`config.mk`:
```
export PLATFORM = sky130hd
export DESIGN_NAME = pipe_ctrl
export DESIGN_NICKNAME = d
export VERILOG_FILES = /design/src/rtl/pipe_ctrl.sv
export SDC_FILE = /design/constraint.sdc
export NUM_CORES = 1
export LEC_CHECK = 0
export BUFFER_PORTS_ARGS = -buffer_cell sky130_fd_sc_hd__buf_2
export CAP_MARGIN = 20
export CORE_AREA = 4 4 77 79
export DETAILED_ROUTE_END_ITERATION = 7
export DIE_AREA = 0 0 81 83
export PLACE_DENSITY = 0.79
export SLEW_MARGIN = 15
export SYNTH_ARGS = -nofsm -noshare
export SYNTH_HDL_FRONTEND = slang
export SYNTH_SLANG_ARGS = --single-unit
```
`constraint.sdc`:
```
create_clock -name clk -period 2.5 [get_ports clk]
set_input_delay 0.5 -clock clk [delete_from_list [all_inputs] [get_ports clk]]
set_output_delay 0.5 -clock clk [all_outputs]
set_load 0.01 [all_outputs]
```
`src/rtl/pipe_ctrl.sv`:
```
// pipe_ctrl: E/M/W control registers, hazard stall/flush and forwarding selects for the 5-stage core.
// Define PIPE_FORWARD_EN for forwarding; without it any in-flight writer of a D source stalls decode.
module pipe_ctrl (
    input  logic       clk,
    input  logic       resetn,
    input  logic       regWriteD,
    input  logic       memToRegD,
    input  logic       memReadD,
    input  logic       memWriteD,
    input  logic       aluSrcD,
    input  logic       regDstD,
    input  logic       branchD,
    input  logic [2:0] ALUControlD,
    input  logic [4:0] rsD,
    input  logic [4:0] rtD,
    input  logic [4:0] rdD,
    input  logic       ext_stall,
    output logic       regWriteE,
    output logic       regWriteM,
    output logic       regWriteW,
    output logic       memToRegE,
    output logic       memToRegM,
    output logic       memToRegW,
    output logic       memReadM,
    output logic       memWriteM,
    output logic       aluSrcE,
    output logic [2:0] ALUControlE,
    output logic [4:0] rsE,
    output logic [4:0] rtE,
    output logic [4:0] writeRegE,
    output logic [4:0] writeRegM,
    output logic [4:0] writeRegW,
    output logic [1:0] forwardAE,
    output logic [1:0] forwardBE,
    output logic       forwardAD,
    output logic       forwardBD,
    output logic       stallF,
    output logic       stallD,
    output logic       flushE
);
    logic       memReadE, memWriteE, regDstE, branchE;
    logic [4:0] rdE;
    logic       hazard, unused_ok;

    assign writeRegE = regDstE ? rdE : rtE;

`ifdef PIPE_FORWARD_EN
    logic lwstall, brstall;
    assign forwardAE = (regWriteM && writeRegM != 5'd0 && writeRegM == rsE) ? 2'b10 :
                       (regWriteW && writeRegW != 5'd0 && writeRegW == rsE) ? 2'b01 : 2'b00;
    assign forwardBE = (regWriteM && writeRegM != 5'd0 && writeRegM == rtE) ? 2'b10 :
                       (regWriteW && writeRegW != 5'd0 && writeRegW == rtE) ? 2'b01 : 2'b00;
    assign forwardAD = regWriteM && writeRegM != 5'd0 && writeRegM == rsD;
    assign forwardBD = regWriteM && writeRegM != 5'd0 && writeRegM == rtD;
    assign lwstall   = memToRegE && (rtE == rsD || rtE == rtD);
    assign brstall   = branchD && ((regWriteE && (writeRegE == rsD || writeRegE == rtD)) ||
                                   (memToRegM && (writeRegM == rsD || writeRegM == rtD)));
    assign hazard    = lwstall || brstall;
    assign unused_ok = branchE;
`else
    // A consumer waits until every in-flight writer of its sources has retired.
    function automatic logic dep(input logic we, input logic [4:0] wr, input logic [4:0] a, input logic [4:0] b);
        return we && wr != 5'd0 && (wr == a || wr == b);
    endfunction
    assign forwardAE = 2'b00;
    assign forwardBE = 2'b00;
    assign forwardAD = 1'b0;
    assign forwardBD = 1'b0;
    assign hazard    = dep(regWriteE, writeRegE, rsD, rtD) || dep(regWriteM, writeRegM, rsD, rtD) ||
                       dep(regWriteW, writeRegW, rsD, rtD);
    assign unused_ok = branchE ^ branchD;
`endif

    assign stallF = hazard || ext_stall;
    assign stallD = hazard || ext_stall;
    assign flushE = hazard && !ext_stall;

    always_ff @(posedge clk or negedge resetn) begin
        if (!resetn) begin
            {regWriteE, memToRegE, memReadE, memWriteE, aluSrcE, regDstE, branchE, ALUControlE, rsE, rtE, rdE} <= '0;
            {regWriteM, memToRegM, memReadM, memWriteM, writeRegM} <= '0;
            {regWriteW, memToRegW, writeRegW} <= '0;
        end else if (!ext_stall) begin
            {regWriteE, memToRegE, memReadE, memWriteE, aluSrcE, regDstE, branchE, ALUControlE, rsE, rtE, rdE} <=
                flushE ? '0 : {regWriteD, memToRegD, memReadD, memWriteD, aluSrcD, regDstD, branchD, ALUControlD, rsD, rtD, rdD};
            {regWriteM, memToRegM, memReadM, memWriteM, writeRegM} <= {regWriteE, memToRegE, memReadE, memWriteE, writeRegE};
            {regWriteW, memToRegW, writeRegW} <= {regWriteM, memToRegM, writeRegM};
        end
    end
endmodule

```
=== Yosys cells after proc, flatten, opt, wreduce, memory -nomap -nowiden ===
Index checks and enable logic that the tools add are counted.

* Multiplexer cells: 2
* Equality and inequality tests: 6
* Reductions and logical operators: 17

{| class="wikitable"
|+ Operators by type and width
! operator !! number
|-
| $eq 5x5->1 || 6
|-
| $mux 25 || 1
|-
| $reduce_bool 5->1 || 3
|-
| $logic_and 1x1->1 || 7
|-
| $logic_or 1x1->1 || 6
|-
| $mux 5 || 1
|-
| $logic_not 1->1 || 1
|}

* Bits of input ports: 28
* Register bits after elaboration: 40
* Word-level logic and storage cells: 43

=== Longest topological paths before layout ===
* Depth in word-level cells: 8
* Gate-level depth with buffers: 9

=== Worst setup path before layout ===
Ideal clock, no wire load.

* Kind: reg-to-output
* From: register writeRegW[1]
* To: output stallF
* Arrival time: 1.842 ns
* Path buffers: 3
* Required time: 2.000 ns
* Cell stages (with the launch flop): 8
* Path slack: 0.158 ns
* Path through: dfrtp_1 or4_1 o21ai_0 o22a_1 buf_2 buf_4 nand3b_1 buf_4

* Word-level cells in the longest chain between the ends: 5

{| class="wikitable"
|+ Ends and longest elaborated chain
! item !! line !! source
|-
| start, declared || 32 || <nowiki>output logic [4:0] writeRegW,</nowiki>
|-
| start signal, assigned || 87 || <nowiki>{regWriteW, memToRegW, writeRegW} <= {regWriteM, memToRegM, writeRegM};</nowiki>
|-
| $eq 5x5->1 or $reduce_bool 5->1 (tied branches) || 63 || <nowiki>return we && wr != 5'd0 && (wr == a || wr == b);</nowiki>
|-
| $logic_or 1x1->1 or $logic_and 1x1->1 (tied branches) || 63 ||
|-
| $logic_and 1x1->1 (*) || 63 ||
|-
| $logic_or 1x1->1 (*) || 69 || <nowiki>assign hazard = dep(regWriteE, writeRegE, rsD, rtD) || dep(regWriteM, writeRegM, rsD, rtD) ||</nowiki>
|-
| $logic_or 1x1->1 (*) || - ||
|-
| end, declared || 37 || <nowiki>output logic stallF,</nowiki>
|}

Mark *: on every way between the ends. The rest lies on a longest branch, timed or not.

=== Final worst setup path ===
* From: register regDstE
* To: output flushE

* Word-level cells in the longest chain between the ends: 7

{| class="wikitable"
|+ Ends and longest elaborated chain
! item !! line !! source
|-
| start, declared || 41 || <nowiki>logic memReadE, memWriteE, regDstE, branchE;</nowiki>
|-
| start signal, assigned || 84 || <nowiki>{regWriteE, memToRegE, memReadE, memWriteE, aluSrcE, regDstE, branchE, ALUControlE, rsE, rtE, rdE} <=</nowiki>
|-
| $mux 5 (*) || 45 || <nowiki>assign writeRegE = regDstE ? rdE : rtE;</nowiki>
|-
| $eq 5x5->1 or $reduce_bool 5->1 (tied branches) || 63 ||
|-
| $logic_or 1x1->1 or $logic_and 1x1->1 (tied branches) || 63 ||
|-
| $logic_and 1x1->1 (*) || 63 ||
|-
| $logic_or 1x1->1 (*) (2 in a row) || 69 ||
|-
| $logic_and 1x1->1 (*) || 76 || <nowiki>assign flushE = hazard && !ext_stall;</nowiki>
|-
| end, declared || 39 || <nowiki>output logic flushE</nowiki>
|}

Marked as above.

==> results.json <==
{
  "grtUsageMet1_pct": 24.4,
  "finalWorstSetupSlack_ns": -0.0988,
  "synthToLayoutAreaGrowth_pct": 22.7,
  "dr_total_vias": 1789,
  "ys_seq_elements": 40,
  "rows": 27,
  "syn_avg_cell_area_um2": 10.9,
  "die_x_um": 81,
  "tritoncts": "done",
  "clk_latency_ns": 0.29,
  "fmax_mhz": 385,
  "antennaDiodeCount": 0,
  "ys_seq_area_share_pct": 43.1,
  "met3_usage_pct": 4.12,
  "cts.sinks": 40,
  "cp_cell_sequence": "mux2i_4, inv_2, xnor2_1, nand3_1, nor3_2, o221ai_2, a21oi_1, buf_2",
  "vias_per_cell": 5.00,
  "finalSetupTns_ns": -0.204,
  "h-tree-depth": 2,
  "portBuffers": 66,
  "dp_hpwl_um": 3940,
  "cp-start-kind": "flip-flop",
  "cts.hold.buffers_added": 0,
  "cp.required_ns": 2.00,
  "root_buffer": "clkbuf_8",
  "worst_clock_skew_ns": 0.00678,
  "cp.buffers_inverters": 2,
  "synth_enable_flop_cells": 0,
  "hold_viol": 0,
  "dr.pass1.iters": 4,
  "crit_path_max_fanout": 6,
  "grt_overflow": 0,
  "synthCells": 212,
  "fillers": 515,
  "drive_gt1_share_pct": 47.9,
  "critPathMaxStageDelay_ns": 0.53,
  "grtUsageMet2_pct": 25.8,
  "relSlewSlack_pct": 40.7,
  "ioPinCount": 74,
  "critical-path-slowest-cell": "dfrtp_2",
  "place_congestion": 0.840,
  "start_util_pct": 43.5,
  "core_um2": 5340,
  "critPathTopFamily": "flip-flops",
  "dieArea_um2": 6720,
  "layoutNonFillerInstCount": 358,
  "violations": "negative setup slack",
  "ir_drop_uv": 436,
  "drc": 0,
  "grt_max_degree": 41,
  "ant_nets": 0,
  "rsz0062_at_grt": "true",
  "dp_cells": 344,
  "wl_per_cell_um": 15.3,
  "p_leak_nw": 1.34,
  "detail_route.iter0.violations": 76,
  "ys_warn_count": 0,
  "worst_slew_pin_slew_ns": 0.889,
  "synth-async-reset-ratio_pct": 100,
  "setup_viol": 3,
  "finalMaxSlewViolations": 0,
  "period_share_pct": 104,
  "crit_arrival_ns": 2.10,
  "fin_crit_ns": 2.60,
  "critPathKind": "reg -> out",
  "status": "complete, but fails checks",
  "maxCapViolCount": 0,
  "track_usage_pct": 17.2,
  "cp-end-kind": "primary output",
  "first_global_vias": 1798,
  "ys.flop_type": "dfrtp_1",
  "cts_inserted_buffers": 5,
  "drt-total-wl_um": 5490,
  "grt_pass1_wl_um": 9070,
  "ys_types": 31,
  "antenna_found_initial": 0,
  "die_height_um": 83,
  "grt-busiest-layer": "met2",
  "regArea_um2": 1000,
  "hp-class": "in -> async",
  "cts.reportedPaths.clkPinSlew_ns": 0.07,
  "p_total_mw": 2.18,
  "synth_area_um2": 2320,
  "multi_input_area_um2": 1200,
  "cts_max_path_buffers": 2,
  "p_per_area_nw_per_um2": 766,
  "finalNetCount": 314
}
cell usage after synthesis (2+ instances only):
cell,count,area share (%)
a22oi_1,2,0.65
buf_12,2,1.7
buf_4,9,2.9
clkbuf_1,7,1.1
dfrtp_1,40,43
inv_2,3,0.49
mux2_2,16,7.8
mux2i_1,2,0.86
mux2i_4,2,1.9
nand2_1,24,3.9
nand3_1,2,0.43
nand3b_1,25,8.1
nor2_1,4,0.65
nor3_1,4,0.86
nor3_2,2,0.86
o21ai_0,5,1.1
o21ai_2,20,7.6
or4_1,2,0.65
xnor2_1,10,3.8
xor2_1,20,7.6
through the flow:
step / setup slack [ns] / instance area [µm²] / util, % / hold slack [ns]
3_3_place_gp: 0.0588 / 2690 / 50.4 / 0.460
3_5_place_dp: -0.0894 / 2690 / 50.4 / 0.465
5_1_grt: -0.198 / 2850 / 53.3 / 0.421
6_report: -0.0988 / 2850 / 53.3 / 0.329
4_1_cts: -0.0953 / 2830 / 53.0 / 0.365
2_1_floorplan: 0.158 / 2340 / - / 0.204
layout make-up:
class | instances | share of cell area [%]
Clock buffer | 6 | 2.55
Clock inverter | 1 | 0.176
Inverter | 4 | 0.527
Multi-Input combinational cell | 153 | 42.1
Sequential cell | 40 | 35.2
Tap cell | 72 | 3.16
Timing Repair Buffer | 82 | 16.3
registers in the layout, summed over array words and instances (netlist names), 3 cells and up:
name / count
rtE: 5
writeRegW: 5
ALUControlE: 3
rdE: 5
writeRegM: 5
rsE: 5
cell usage in the layout, fill, tap and decap left out:
cell type and instances:
buf_2 66, dfrtp_1 39, nand3b_1 25, nand2_1 24
xor2_1 20, o21ai_2 20, mux2_2 16, buf_4 15
xnor2_1 9, conb_1 6, o21ai_0 5, clkbuf_8 5
nor3_1 4, nor2_1 4, mux2i_4 3, inv_2 3
a22oi_1 2, or4_1 2, nand3_1 2, nor3_2 2
mux2i_1 1, inv_1 1, mux2_4 1, o21ai_1 1
o22a_1 1, xnor2_2 1, nand4_1 1, o221ai_2 1
a21oi_1 1, o221a_4 1, clkinv_2 1, clkbuf_1 1
buf_12 1, dfrtp_2 1
routing by layer:
metal,vias up,wire [µm]
li1,861,-
met1,860,2500
met3,12,335
met5,-,0
met2,56,2560
met4,0,98
cell families after synthesis:
family	synth area share [%]
simple gates	15.7
flops	43.1
compound gates	11.3
xor+xnor	11.3
buf+inv	7.12
mux	11.2
other cells	0.162
final timing paths:
path	start	end	slack, ns	cells after the start
setup / recovery	regDstE	flushE	-0.1	8
hold / removal	resetn	aluSrcE	0.33	1
setup reg to reg	regDstE	rdE[3]	0.22	10
hold reg to reg	rsE[3]	rsE[3]	0.48	2
max in group asynchronous	resetn	regDstE	1.57	1
min in group clk	rdD[2]	rdE[2]	0.47	3
power breakdown:
part	leakage, nW	switching [mW]	internal (mW)
Sequential	0.489	0.162	0.782
Combinational	0.814	0.416	0.416
Clock	0.0410	0.214	0.190
timing repair:
action                                  in CTS  in global routing
resized for setup                            4                  1
pin swaps                                    5                  0
endpoints found under the setup margin       3                  3
buffers inserted                             6                  1
Note: power is estimated with default switching activity, not from simulation.
